<file path="config.mk">
export PLATFORM = sky130hd
export DESIGN_NAME = mem_stage
export DESIGN_NICKNAME = d
export VERILOG_FILES = /design/src/rtl/mem_stage_pkg.sv /design/src/rtl/mem_load_align.sv /design/src/rtl/mem_stage.sv
export SDC_FILE = /design/constraint.sdc
export NUM_CORES = 1
export LEC_CHECK = 0
export ABC_AREA = 1
export CORE_AREA = 5 5 186 143
export DETAILED_ROUTE_END_ITERATION = 10
export DIE_AREA = 0 0 191 148
export PLACE_DENSITY_LB_ADDON = 0.08
export SYNTH_ARGS = -nofsm -noshare
export SYNTH_HDL_FRONTEND = slang
export SYNTH_SLANG_ARGS = --single-unit
</file>
<file path="constraint.sdc">
create_clock -name clk -period 6.47 [get_ports clk]
set_input_delay 1.294 -clock clk [delete_from_list [all_inputs] [get_ports clk]]
set_output_delay 1.294 -clock clk [all_outputs]
set_load 0.02 [all_outputs]
</file>
<file path="src/rtl/mem_stage_pkg.sv">
// Shared bus widths and packed field layouts for the memory-access stage.
// Field order in each struct mirrors the MSB-to-LSB order of the corresponding bus.
package mem_stage_pkg;

  localparam int ES_TO_MS_BUS_WD = 170;
  localparam int MS_TO_WS_BUS_WD = 160;
  localparam int MS_FWD_WD       = 58;

  typedef struct packed {
    logic        rdcntid;
    logic        ertn_flush;
    logic        esubcode;
    logic [5:0]  ecode;
    logic        ex;
    logic        csr_re;
    logic [13:0] csr_num;
    logic [31:0] csr_wvalue;
    logic [31:0] csr_wmask;
    logic        csr_we;
    logic [1:0]  addr_lo;
    logic        ld_w;
    logic        ld_b;
    logic        ld_bu;
    logic        ld_h;
    logic        ld_hu;
    logic        st_b;
    logic        st_h;
    logic        res_from_mem;
    logic        gr_we;
    logic [4:0]  dest;
    logic [31:0] result;
    logic [31:0] pc;
  } es_to_ms_t;

  typedef struct packed {
    logic        rdcntid;
    logic        ertn_flush;
    logic        esubcode;
    logic [5:0]  ecode;
    logic        ex;
    logic        csr_re;
    logic [13:0] csr_num;
    logic [31:0] csr_wvalue;
    logic [31:0] csr_wmask;
    logic        csr_we;
    logic        gr_we;
    logic [4:0]  dest;
    logic [31:0] final_result;
    logic [31:0] pc;
  } ms_to_ws_t;

  typedef struct packed {
    logic        csr_re;
    logic [13:0] csr_num;
    logic        csr_we;
    logic        ertn_flush;
    logic        ex;
    logic        res_from_mem;
    logic [31:0] final_result;
    logic [4:0]  dest;
    logic        gr_we;
    logic        valid;
  } ms_fwd_t;

endpackage

</file>
<file path="src/rtl/mem_load_align.sv">
// Combinational load-data aligner: picks the addressed byte/halfword and extends it.
// A word with no load op selected yields zero; the stage only uses this when a load is present.
module mem_load_align (
  input  logic [31:0] raw,
  input  logic [1:0]  addr_lo,
  input  logic        ld_w,
  input  logic        ld_b,
  input  logic        ld_bu,
  input  logic        ld_h,
  input  logic        ld_hu,
  output logic [31:0] result
);

  logic [7:0]  byte_sel;
  logic [15:0] half_sel;

  always_comb begin
    byte_sel = raw[{addr_lo, 3'b000} +: 8];
    half_sel = addr_lo[1] ? raw[31:16] : raw[15:0];
    result   = 32'h0;
    if (ld_w) begin
      result = raw;
    end else if (ld_b) begin
      result = {{24{byte_sel[7]}}, byte_sel};
    end else if (ld_bu) begin
      result = {24'h0, byte_sel};
    end else if (ld_h) begin
      result = {{16{half_sel[15]}}, half_sel};
    end else if (ld_hu) begin
      result = {16'h0, half_sel};
    end
  end

endmodule

</file>
<file path="src/rtl/mem_stage.sv">
// Memory-access pipeline stage: aligns SRAM load data, holds it across WB stalls,
// and produces the MS->WS bus plus the decode forwarding bus.
module mem_stage
  import mem_stage_pkg::*;
(
  input  logic                       clk,
  input  logic                       reset,
  input  logic                       final_ex,
  input  logic                       back_ertn_flush,
  input  logic                       ws_allowin,
  output logic                       ms_allowin,
  input  logic                       es_to_ms_valid,
  input  logic [ES_TO_MS_BUS_WD-1:0] es_to_ms_bus,
  input  logic [31:0]                data_sram_rdata,
  output logic                       ms_to_ws_valid,
  output logic [MS_TO_WS_BUS_WD-1:0] ms_to_ws_bus,
  output logic [MS_FWD_WD-1:0]       ms_forward,
  output logic                       ms_ex,
  output logic                       ms_ertn_flush
);

  logic        ms_valid;
  es_to_ms_t   es_to_ms_bus_r;
  logic        first;
  logic [31:0] rdata_r;
  logic        ms_ready_go;
  logic        accept;
  logic [31:0] raw_data;
  logic [31:0] load_data;
  logic [31:0] final_result;
  ms_to_ws_t   ws_bus;
  ms_fwd_t     fwd_bus;
  logic        unused_st;

  assign ms_ready_go    = 1'b1;
  assign ms_allowin     = !ms_valid || (ms_ready_go && ws_allowin);
  assign accept         = es_to_ms_valid && ms_allowin;
  assign ms_to_ws_valid = ms_valid && ms_ready_go && !final_ex;

  always_ff @(posedge clk) begin
    if (reset || final_ex || back_ertn_flush) begin
      ms_valid <= 1'b0;
    end else if (ms_allowin) begin
      ms_valid <= es_to_ms_valid;
    end
  end

  // The bus register may load during a flush; ms_valid masks it out.
  always_ff @(posedge clk) begin
    if (accept) begin
      es_to_ms_bus_r <= es_to_ms_bus;
    end
  end

  always_ff @(posedge clk) begin
    if (reset) begin
      first   <= 1'b0;
      rdata_r <= 32'h0;
    end else begin
      first <= accept;
      if (ms_valid && first) begin
        rdata_r <= data_sram_rdata;
      end
    end
  end

  // SRAM data is only valid in the first MS cycle; later cycles use the capture.
  assign raw_data = first ? data_sram_rdata : rdata_r;

  mem_load_align u_align (
    .raw     (raw_data),
    .addr_lo (es_to_ms_bus_r.addr_lo),
    .ld_w    (es_to_ms_bus_r.ld_w),
    .ld_b    (es_to_ms_bus_r.ld_b),
    .ld_bu   (es_to_ms_bus_r.ld_bu),
    .ld_h    (es_to_ms_bus_r.ld_h),
    .ld_hu   (es_to_ms_bus_r.ld_hu),
    .result  (load_data)
  );

  // A faulting load keeps result, which carries the bad address for ALE.
  assign final_result = (es_to_ms_bus_r.res_from_mem && !es_to_ms_bus_r.ex) ?
                        load_data : es_to_ms_bus_r.result;

  always_comb begin
    ws_bus              = '0;
    ws_bus.rdcntid      = es_to_ms_bus_r.rdcntid;
    ws_bus.ertn_flush   = es_to_ms_bus_r.ertn_flush;
    ws_bus.esubcode     = es_to_ms_bus_r.esubcode;
    ws_bus.ecode        = es_to_ms_bus_r.ecode;
    ws_bus.ex           = es_to_ms_bus_r.ex;
    ws_bus.csr_re       = es_to_ms_bus_r.csr_re;
    ws_bus.csr_num      = es_to_ms_bus_r.csr_num;
    ws_bus.csr_wvalue   = es_to_ms_bus_r.csr_wvalue;
    ws_bus.csr_wmask    = es_to_ms_bus_r.csr_wmask;
    ws_bus.csr_we       = es_to_ms_bus_r.csr_we;
    ws_bus.gr_we        = es_to_ms_bus_r.gr_we;
    ws_bus.dest         = es_to_ms_bus_r.dest;
    ws_bus.final_result = final_result;
    ws_bus.pc           = es_to_ms_bus_r.pc;
  end

  always_comb begin
    fwd_bus              = '0;
    fwd_bus.csr_re       = es_to_ms_bus_r.csr_re;
    fwd_bus.csr_num      = es_to_ms_bus_r.csr_num;
    fwd_bus.csr_we       = es_to_ms_bus_r.csr_we;
    fwd_bus.ertn_flush   = es_to_ms_bus_r.ertn_flush;
    fwd_bus.ex           = es_to_ms_bus_r.ex;
    fwd_bus.res_from_mem = es_to_ms_bus_r.res_from_mem;
    fwd_bus.final_result = final_result;
    fwd_bus.dest         = es_to_ms_bus_r.dest;
    fwd_bus.gr_we        = es_to_ms_bus_r.gr_we;
    fwd_bus.valid        = 1'b1;
  end

  assign ms_to_ws_bus  = ws_bus & {MS_TO_WS_BUS_WD{ms_valid}};
  assign ms_forward    = fwd_bus & {MS_FWD_WD{ms_valid}};
  assign ms_ex         = ms_valid && es_to_ms_bus_r.ex;
  assign ms_ertn_flush = ms_valid && es_to_ms_bus_r.ertn_flush;

  // Store-size bits stop here; WB has no use for them.
  assign unused_st = es_to_ms_bus_r.st_b ^ es_to_ms_bus_r.st_h;

endmodule
</file>
==> results of run 1 <==
==> area by class of cell <==
cell class                      instances  area share
Multi-Input combinational cell        479       0.159
Clock buffer                           25      0.0433
Timing Repair Buffer                  432       0.308
Antenna cell                            1    0.000178
Clock inverter                         17     0.00846
Inverter                              162      0.0436
Tap cell                              338      0.0301
Sequential cell                       202       0.408
==> worst register-to-register path: stages, from the launching register on <==
cell and delay, ns:
dfxtp_4 0.81, buf_4 0.53, inv_1 0.11, or2_2 0.31
nand2_1 0.18, inv_6 0.25, buf_12 0.32
==> kinds of logic (layout without fill, tap and decap cells) <==
group,after synthesis,in the layout,share of synthesized area
simple gates,320,320,0.145
buf+inv,266,636,0.136
flops,202,202,0.622
compound gates,152,152,0.0891
mux,7,7,0.00762
other cells,0,1,0
==> sequential cells by signal, indices dropped and copies added, names as in the netlist <==
signal / cells
ms_valid: 1
es_to_ms_bus_r: 168
first: 1
rdata_r: 32
==> cell usage after synthesis, drive strengths merged, types with 7 or more instances <==
| master | count |
|---|---|
| a211oi | 7 |
| edfxtp | 168 |
| mux2i | 7 |
| clkbuf | 33 |
| o21ai | 85 |
| inv | 161 |
| nand2 | 234 |
| buf | 71 |
| a21oi | 59 |
| dfxtp | 34 |
| nor2 | 53 |
| nand3 | 31 |
==> per-layer routing <==
| layer | wire length [µm] | share of wire |
|---|---|---|
| met5 | 80 | 0.0026 |
| met3 | 3100 | 0.10 |
| met1 | 11600 | 0.38 |
| met4 | 517 | 0.017 |
| met2 | 15200 | 0.50 |
==> worst max path at each step <==
stage	startpoint	endpoint	slack, ns	depth (start not counted)
4_1_cts	first$_SDFF_PP0_	ms_forward[12]	1.44	7
2_1_floorplan	ws_allowin	es_to_ms_bus_r[0]$_DFFE_PP_	1.13	3
6_report	first$_SDFF_PP0_	ms_forward[10]	1.43	7
3_5_place_dp	data_sram_rdata[31]	ms_forward[23]	1.49	10
5_1_grt	first$_SDFF_PP0_	ms_forward[12]	1.22	7
3_3_place_gp	data_sram_rdata[31]	ms_forward[23]	1.48	10
==> where the power goes <==
| part | leakage, nW | total, mW | switching (mW) | internal (mW) |
|---|---|---|---|---|
| registers | 1.92 | 1.51 | 0.0255 | 1.48 |
| clock network | 0.367 | 1.24 | 0.522 | 0.722 |
| logic | 3.75 | 0.364 | 0.179 | 0.185 |
==> results.yml, run 1 <==
min_path:
  holdPathEnd: "rdata_r[21]$_SDFFE_PP0P_"
  holdPathStages: 2
  min-delay-start: "rdata_r[21]$_SDFFE_PP0P_"
  hold_class: "flop to flop"
yosys:
  avgSynthCellArea_um2: 9.72
  yosys.area.top_type: "edfxtp_1"
  synth_edf_count: 168
  netlist_area_um2: 9200
  synthFlopType: "edfxtp_1"
  synth.area.top_cells: "edfxtp_1 55%, nand2_1 9.0%, dfxtp_1 7.4%, inv_1 6.5%, buf_4 4.8%"
  synth_cell_type_count: 26
  synth_seq_area_share: 0.622
  synth_top_cell_area_share: 0.548
  synth_nets: 1155
  syn_inst: 947
  async_flop_share: 0
  yosysWarnings: 0
  ys_ff_latch: 202
global_routing:
  grt_use_met1: 0.243
  grt_first_pass_wirelength_mm: 44.6
  overflow: 0
  top_usage_layer: "met2"
  track_usage: 0.206
  use_met2: 0.362
  use_met3: 0.0758
  first_global_vias: 7471
  grt_max_degree: 86
  antenna_found_initial: 7
layout:
  layoutNonFillerInstCount: 1656
  final_cell_mix: "427 x clkdlybuf4s50_1, 220 x nand2_1, 168 x edfxtp_1, 158 x inv_1, 85 x o21ai_0"
  drive_above_1_share: 0.0592
  ff_latch_area_um2: 5730
  area_growth_pct: 52.7
  finish.instance_area_um2: 14100
  multi_input_area_um2: 2230
  layout_commonest_cell: "clkdlybuf4s50_1"
  fillers: 2230
  fin_util: 0.572
  nNetsFinal: 1508
clocking:
  cts-root-buf: "clkbuf_16"
  clkSinkCount: 202
  post-cts-setup-buffers: 0
  clk_pin_slew_ns: 0.06
  clk_latency_ns: 0.50
  clockBufferDepth: 3
  cts_buffers: 23
  cts_hold_buf: 0
  h-tree-depth: 1
  cts_tree: "done"
  ctsResizeCount: 0
worst_setup_path:
  critPathSlowestCell: "dfxtp_1"
  reg2reg_depth: 6
  path_max_fanout: 46
  arrival_ns: 3.74
  cp_data_required_time_ns: 5.18
  crit_chain: "inv_2 > nand2_1 > o21ai_0 > o21ai_0 > nand2_1 > a21oi_1 > clkdlybuf4s50_1"
  cp-end-kind: "output port"
  slowest_delay_ns: 0.77
  rrSetupSlack_ns: 3.47
  path_class: "flop to output port"
  rr_endpoint: "es_to_ms_bus_r[58]$_DFFE_PP_"
  cp_top_family: "buffers and inverters"
  worst_setup_path_start_kind: "flop"
  worst-path-buf-inv: 2
  reg2reg_from: "ms_valid$_SDFFE_PP0N_"
detailed_routing:
  vias_per_cell: 4.53
  routed_wl_mm: 30.5
  wl_per_cell_um: 18.4
  num_vias: 7507
  ant_nets: 0
  first_pass_iters: 5
  drtIter0Drc: 353
  drc: 0
sta:
  fmax_mhz: 199
  holdWs_ns: 0.453
  finalCritPeriodShare: 0.779
  rsz0062_at_grt: "no"
  fin_ws_ns: 1.43
  setup_viol: 0
  max_slew_margin: 0.355
  clock_skew_ns: 0.0108
  worst_pin_slew_ns: 0.967
  hold_violations: 0
  timing.setup.tns_ns: 0
  drv_slew: 0
  post-route-min-period_ns: 5.04
placement:
  dp_hpwl_mm: 23.0
  portBuffers: 427
  place_inst: 1613
  pre_cts_ws_ns: 1.49
  place_congestion: 0.845
  placed_cell_area_um2: 13300
power_and_ir_drop:
  powerDensity_nw_per_um2: 222
  max-vdd-ir-drop_v: 0.000196
  p_leak_nw: 6.04
  power_mw: 3.12
floorplan:
  design.core.area_um2: 24600
  fp.dieH_um: 148
  dieArea_um2: 28300
  start_util: 0.374
  fp.dieW_um: 191
  fp-row-count: 50
  ioPinCount: 430
status:
  status: "completed"
run:
  maxCapViolCount: 0
No activity file was read; power rests on OpenSTA's default activity.
==> inputs of run 2 (changes only) <==
Clock period 6.47 ns to 5.05 ns, I/O delays scaled along.
==> run 2 against run 1 <==
Effect of this change:
- via count rose by 1.1%
- die area did not move
- cell count rose by 0.48%
- register-to-register slack got worse by 1.2 ns
- combinational power rose by 30%
- largest cell class unchanged
==> results.yml, run 2 (synthesis results as in run 1) <==
status:
  status: "completed"
layout:
  area_growth_pct: 53.2
  fin_util: 0.573
  largest_reg_flops: 168
  final_cell_mix: "427 x clkdlybuf4s50_1, 220 x nand2_1, 168 x edfxtp_1, 158 x inv_1, 85 x o21ai_0"
  regMostFlops: "es_to_ms_bus_r"
  top_regs: "es_to_ms_bus_r: 168 flops, rdata_r: 32 flops"
  drive_above_1_share: 0.0590
  nNetsFinal: 1513
  layout_commonest_cell: "clkdlybuf4s50_1"
worst_setup_path:
  cp-end-kind: "output port"
  rrSetupSlack_ns: 2.26
  critPathSlowestCell: "clkdlybuf4s50_1"
  path_class: "flop to output port"
  rr_endpoint: "es_to_ms_bus_r[146]$_DFFE_PP_"
  worst_setup_path_start_kind: "flop"
  reg2reg_from: "ms_valid$_SDFFE_PP0N_"
  startpoint: "first$_SDFF_PP0_"
  slowest_delay_ns: 0.68
  crit_chain: "buf_4 > inv_2 > nand2_1 > nand3_2 > nand3_2 > nand3_4 > nand2_2 > nand2_4 > nand2_1 > a21oi_1 > clkdlybuf4s50_1"
  arrival_ns: 3.49
  path_max_fanout: 46
  crit_end: "ms_forward[25]"
  reg2reg_depth: 5
  cp_data_required_time_ns: 4.04
run:
  maxCapViolCount: 0
clocking:
  post-cts-setup-buffers: 0
  clkSinkCount: 202
  cts_tree: "done"
  clk_pin_slew_ns: 0.06
  cts-root-buf: "clkbuf_16"
  cts_buffers: 23
  h-tree-depth: 1
  clk_latency_ns: 0.51
  cts_hold_buf: 0
  clockBufferDepth: 3
  ctsResizeCount: 0
detailed_routing:
  first_pass_iters: 5
  vias_per_cell: 4.56
  num_vias: 7589
  ant_nets: 0
  routed_wl_mm: 30.8
  wl_per_cell_um: 18.5
  drc: 0
  drtIter0Drc: 395
min_path:
  holdPathStages: 2
  hold_class: "flop to flop"
sta:
  fmax_mhz: 222
  setup_viol: 0
  drv_slew: 0
  holdWs_ns: 0.452
  hold_violations: 0
  finalCritPeriodShare: 0.890
  timing.setup.tns_ns: 0
  rsz0062_at_grt: "no"
  post-route-min-period_ns: 4.50
  clock_skew_ns: 0.0112
  worst_pin_slew_ns: 0.797
  max_slew_margin: 0.469
floorplan:
  design.core.area_um2: 24600
  dieArea_um2: 28300
  fp.dieH_um: 148
  start_util: 0.374
  fp.dieW_um: 191
  ioPinCount: 430
  fp-row-count: 50
power_and_ir_drop:
  combPwrFrac: 0.118
  p_int_mw: 3.08
  powerDensity_nw_per_um2: 284
  p_leak_nw: 6.04
  power.net_switching_mw: 0.922
  power_mw: 4.00
  swShare: 0.231
  max-vdd-ir-drop_v: 0.000238
  seqPwrFrac: 0.482
  p_clk_frac: 0.400
global_routing:
  first_global_vias: 7409
  antenna_found_initial: 6
  grt_max_degree: 75
  overflow: 0
  track_usage: 0.208
  grt_first_pass_wirelength_mm: 45.0
placement:
  portBuffers: 427
  dp_hpwl_mm: 23.2
  place_congestion: 0.893
run 2: cell count changes in the layout (fill, tap and decap cells not counted), moves of 3 or more:
cell	previous run	this run
diode_2	1	4
clkbuf_8	0	3
buf_4	4	8
clkinv_1	7	2
clkinv_2	7	3
clkbuf_1	0	10
run 2: worst min-delay path by stage:
stage	from	end	slack, ns
after global placement	rdata_r[20]$_SDFFE_PP0P_	rdata_r[20]$_SDFFE_PP0P_	0.44
final	rdata_r[19]$_SDFFE_PP0P_	rdata_r[19]$_SDFFE_PP0P_	0.45
after detailed placement	rdata_r[19]$_SDFFE_PP0P_	rdata_r[19]$_SDFFE_PP0P_	0.44
after CTS	rdata_r[19]$_SDFFE_PP0P_	rdata_r[19]$_SDFFE_PP0P_	0.45
after floorplan	rdata_r[16]$_SDFFE_PP0P_	rdata_r[16]$_SDFFE_PP0P_	0.43
after global routing	rdata_r[8]$_SDFFE_PP0P_	rdata_r[8]$_SDFFE_PP0P_	0.48
run 2: critical path: cells and delay by family (launching register included):
kind                   cells  cell delay, ns
flip-flops                 1            0.29
buffers and inverters      3            1.38
AND/OR/NAND/NOR            7            0.99
AO/OA/AOI/OAI              1            0.30
run 2: power groups by stage:
stage / logic [mW] / registers (mW) / clock network [mW]
detailed placement: 0.475 / 1.97 / 0
CTS: 0.477 / 1.93 / 1.65
global placement: 0.470 / 1.96 / 0
global route: 0.511 / 1.94 / 1.73
finish: 0.473 / 1.93 / 1.60
floorplan: 0.210 / 1.96 / 0
run 2: layout make-up:
type                       count  area [µm²]
clock inverter                 6        57.6
fill                        2179       10500
clock buffer                  36         654
multi-input combinational    479        2230
inverter                     162         612
tap                          338         423
sequential                   202        5730
antenna                        4        10.0
timing repair buffer         437        4370
run 2: layer usage:
metal / routed length, µm / part of all wire / GRT usage
met1: 11600 / 0.38 / 0.253
met2: 15000 / 0.49 / 0.349
met3: 3320 / 0.11 / 0.0803
met4: 879 / 0.029 / 0.0567
met5: 27 / 0.00088 / 0
run 2: through the flow:
step,worst slack [ns],cells,instance area (µm²)
floorplan,0.639,947,9210
finish,0.553,1664,14100
detailed placement,0.662,1618,13400
global route,0.242,1663,14100
global placement,0.674,1618,13400
CTS,0.462,1660,14100
==> inputs of run 3 (changes only) <==
Settings changed: CORE_AREA 5 5 186 143 to 2 2 183 140, DIE_AREA 0 0 191 148 to 0 0 185 142.
==> run 3 against run 2 <==
Effect of this change:
- critical path depth stayed put
- final area is 0.14% higher
- wire length is 5.4% lower
- worst hold slack worse by 0.0013 ns
- global-route usage is 0.50 points higher
- fmax is 0.12% higher
- via count is 1.5% lower
- largest power group unchanged
- highest routed layer unchanged
==> results.yml, run 3 (synthesis results as in run 1) <==
layout:
  largest_reg_flops: 168
  regMostFlops: "es_to_ms_bus_r"
  layoutNonFillerInstCount: 1666
  drive_above_1_share: 0.0597
  final_cell_mix: "427 x clkdlybuf4s50_1, 220 x nand2_1, 168 x edfxtp_1, 158 x inv_1, 85 x o21ai_0"
  fin_util: 0.575
  top_regs: "es_to_ms_bus_r: 168 flops, rdata_r: 32 flops"
  layout_commonest_cell: "clkdlybuf4s50_1"
  nNetsFinal: 1515
  fillers: 2224
  area_growth_pct: 53.4
detailed_routing:
  wl_per_cell_um: 17.5
  num_vias: 7474
  first_pass_iters: 5
  ant_nets: 0
  vias_per_cell: 4.49
  drtIter0Drc: 469
  drc: 0
  routed_wl_mm: 29.2
power_and_ir_drop:
  powerDensity_nw_per_um2: 286
  p_leak_nw: 6.05
  max-vdd-ir-drop_v: 0.000269
sta:
  finalCritPeriodShare: 0.889
  max_slew_margin: 0.424
  fmax_mhz: 223
  setup_viol: 0
  post-route-min-period_ns: 4.49
  clock_skew_ns: 0.0141
  worst_pin_slew_ns: 0.863
  drv_slew: 0
  rsz0062_at_grt: "no"
  timing.setup.tns_ns: 0
  hold_violations: 0
global_routing:
  grt_max_degree: 100
  overflow: 0
  top_usage_layer: "met2"
  first_global_vias: 7192
  antenna_found_initial: 4
  use_met3: 0.0821
  grt_first_pass_wirelength_mm: 42.0
  track_usage: 0.213
  use_met2: 0.371
  grt_use_met1: 0.247
floorplan:
  dieArea_um2: 26300
  fp.dieH_um: 142
  ioPinCount: 430
  fp.dieW_um: 185
  fp-row-count: 50
  design.core.area_um2: 24500
  start_util: 0.375
worst_setup_path:
  cp_top_family: "buffers and inverters"
  worst-path-buf-inv: 3
  cp_data_required_time_ns: 4.04
  slowest_delay_ns: 0.68
  worst_setup_path_start_kind: "flop"
  arrival_ns: 3.48
  cp-end-kind: "output port"
  path_class: "flop to output port"
  critPathSlowestCell: "clkdlybuf4s50_1"
  crit_chain: "buf_4 > inv_2 > nand2_1 > nand3_2 > nand3_2 > nand3_4 > nand2_2 > nand2_4 > nand2_1 > a21oi_1 > clkdlybuf4s50_1"
  path_max_fanout: 46
clocking:
  post-cts-setup-buffers: 0
  cts-root-buf: "clkbuf_16"
  clk_latency_ns: 0.51
  clkSinkCount: 202
  cts_hold_buf: 0
  cts_tree: "done"
  clockBufferDepth: 3
  h-tree-depth: 1
  cts_buffers: 23
  clk_pin_slew_ns: 0.06
  ctsResizeCount: 0
run:
  maxCapViolCount: 0
status:
  status: "completed"
placement:
  portBuffers: 427
  place_inst: 1620
  dp_hpwl_mm: 22.1
  place_congestion: 0.896
min_path:
  hold_class: "flop to flop"
==> run 3: worst reg2reg max path: stages (launching register included) <==
cell and delay [ns]:
dfxtp_4 0.79, inv_1 0.12, or2_2 0.33, nand2_1 0.15
clkinvlp_4 0.67, buf_4 0.58
==> run 3: routing by layer <==
metal / vias to the layer above / share of wire
met5: - / 0.00048
met4: 2 / 0.023
met3: 41 / 0.10
met2: 316 / 0.50
met1: 3409 / 0.38
li1: 3706 / -
==> run 3: area by class of cell <==
cell class	instances	area, µm²	share of cell area
flip-flops and latches	202	5730	0.406
clock buffers	36	646	0.0457
diodes	4	10.0	0.000709
repair buffers	439	4380	0.310
clock inverters	6	83.8	0.00594
well taps	338	423	0.0300
multi-input cells	479	2230	0.158
inverters	162	612	0.0434
==> run 3: where the power goes <==
part	internal (mW)	switching, mW	total (mW)
clock	0.981	0.648	1.63
sequential	1.90	0.0270	1.93
combinational	0.240	0.236	0.476
==> run 3: final timing paths <==
check | slack (ns) | from | depth (start not counted) | to
max reg2reg | 2.09 | ms_valid$_SDFFE_PP0N_ | 5 | es_to_ms_bus_r[129]$_DFFE_PP_
max | 0.56 | first$_SDFF_PP0_ | 11 | ms_forward[25]
min | 0.45 | rdata_r[19]$_SDFFE_PP0P_ | 2 | rdata_r[19]$_SDFFE_PP0P_
min reg2reg | 0.45 | rdata_r[19]$_SDFFE_PP0P_ | 2 | rdata_r[19]$_SDFFE_PP0P_
==> run 3: through the flow <==
stage	hold WS [ns]	total power, mW	setup slack [ns]	instance area [µm²]
after detailed placement	0.448	2.44	0.667	13400
after floorplan	0.429	2.17	0.639	9210
after global routing	0.474	4.19	0.247	14100
after global placement	0.439	2.43	0.679	13400
after CTS	0.457	4.08	0.486	14100
final	0.451	4.03	0.559	14100
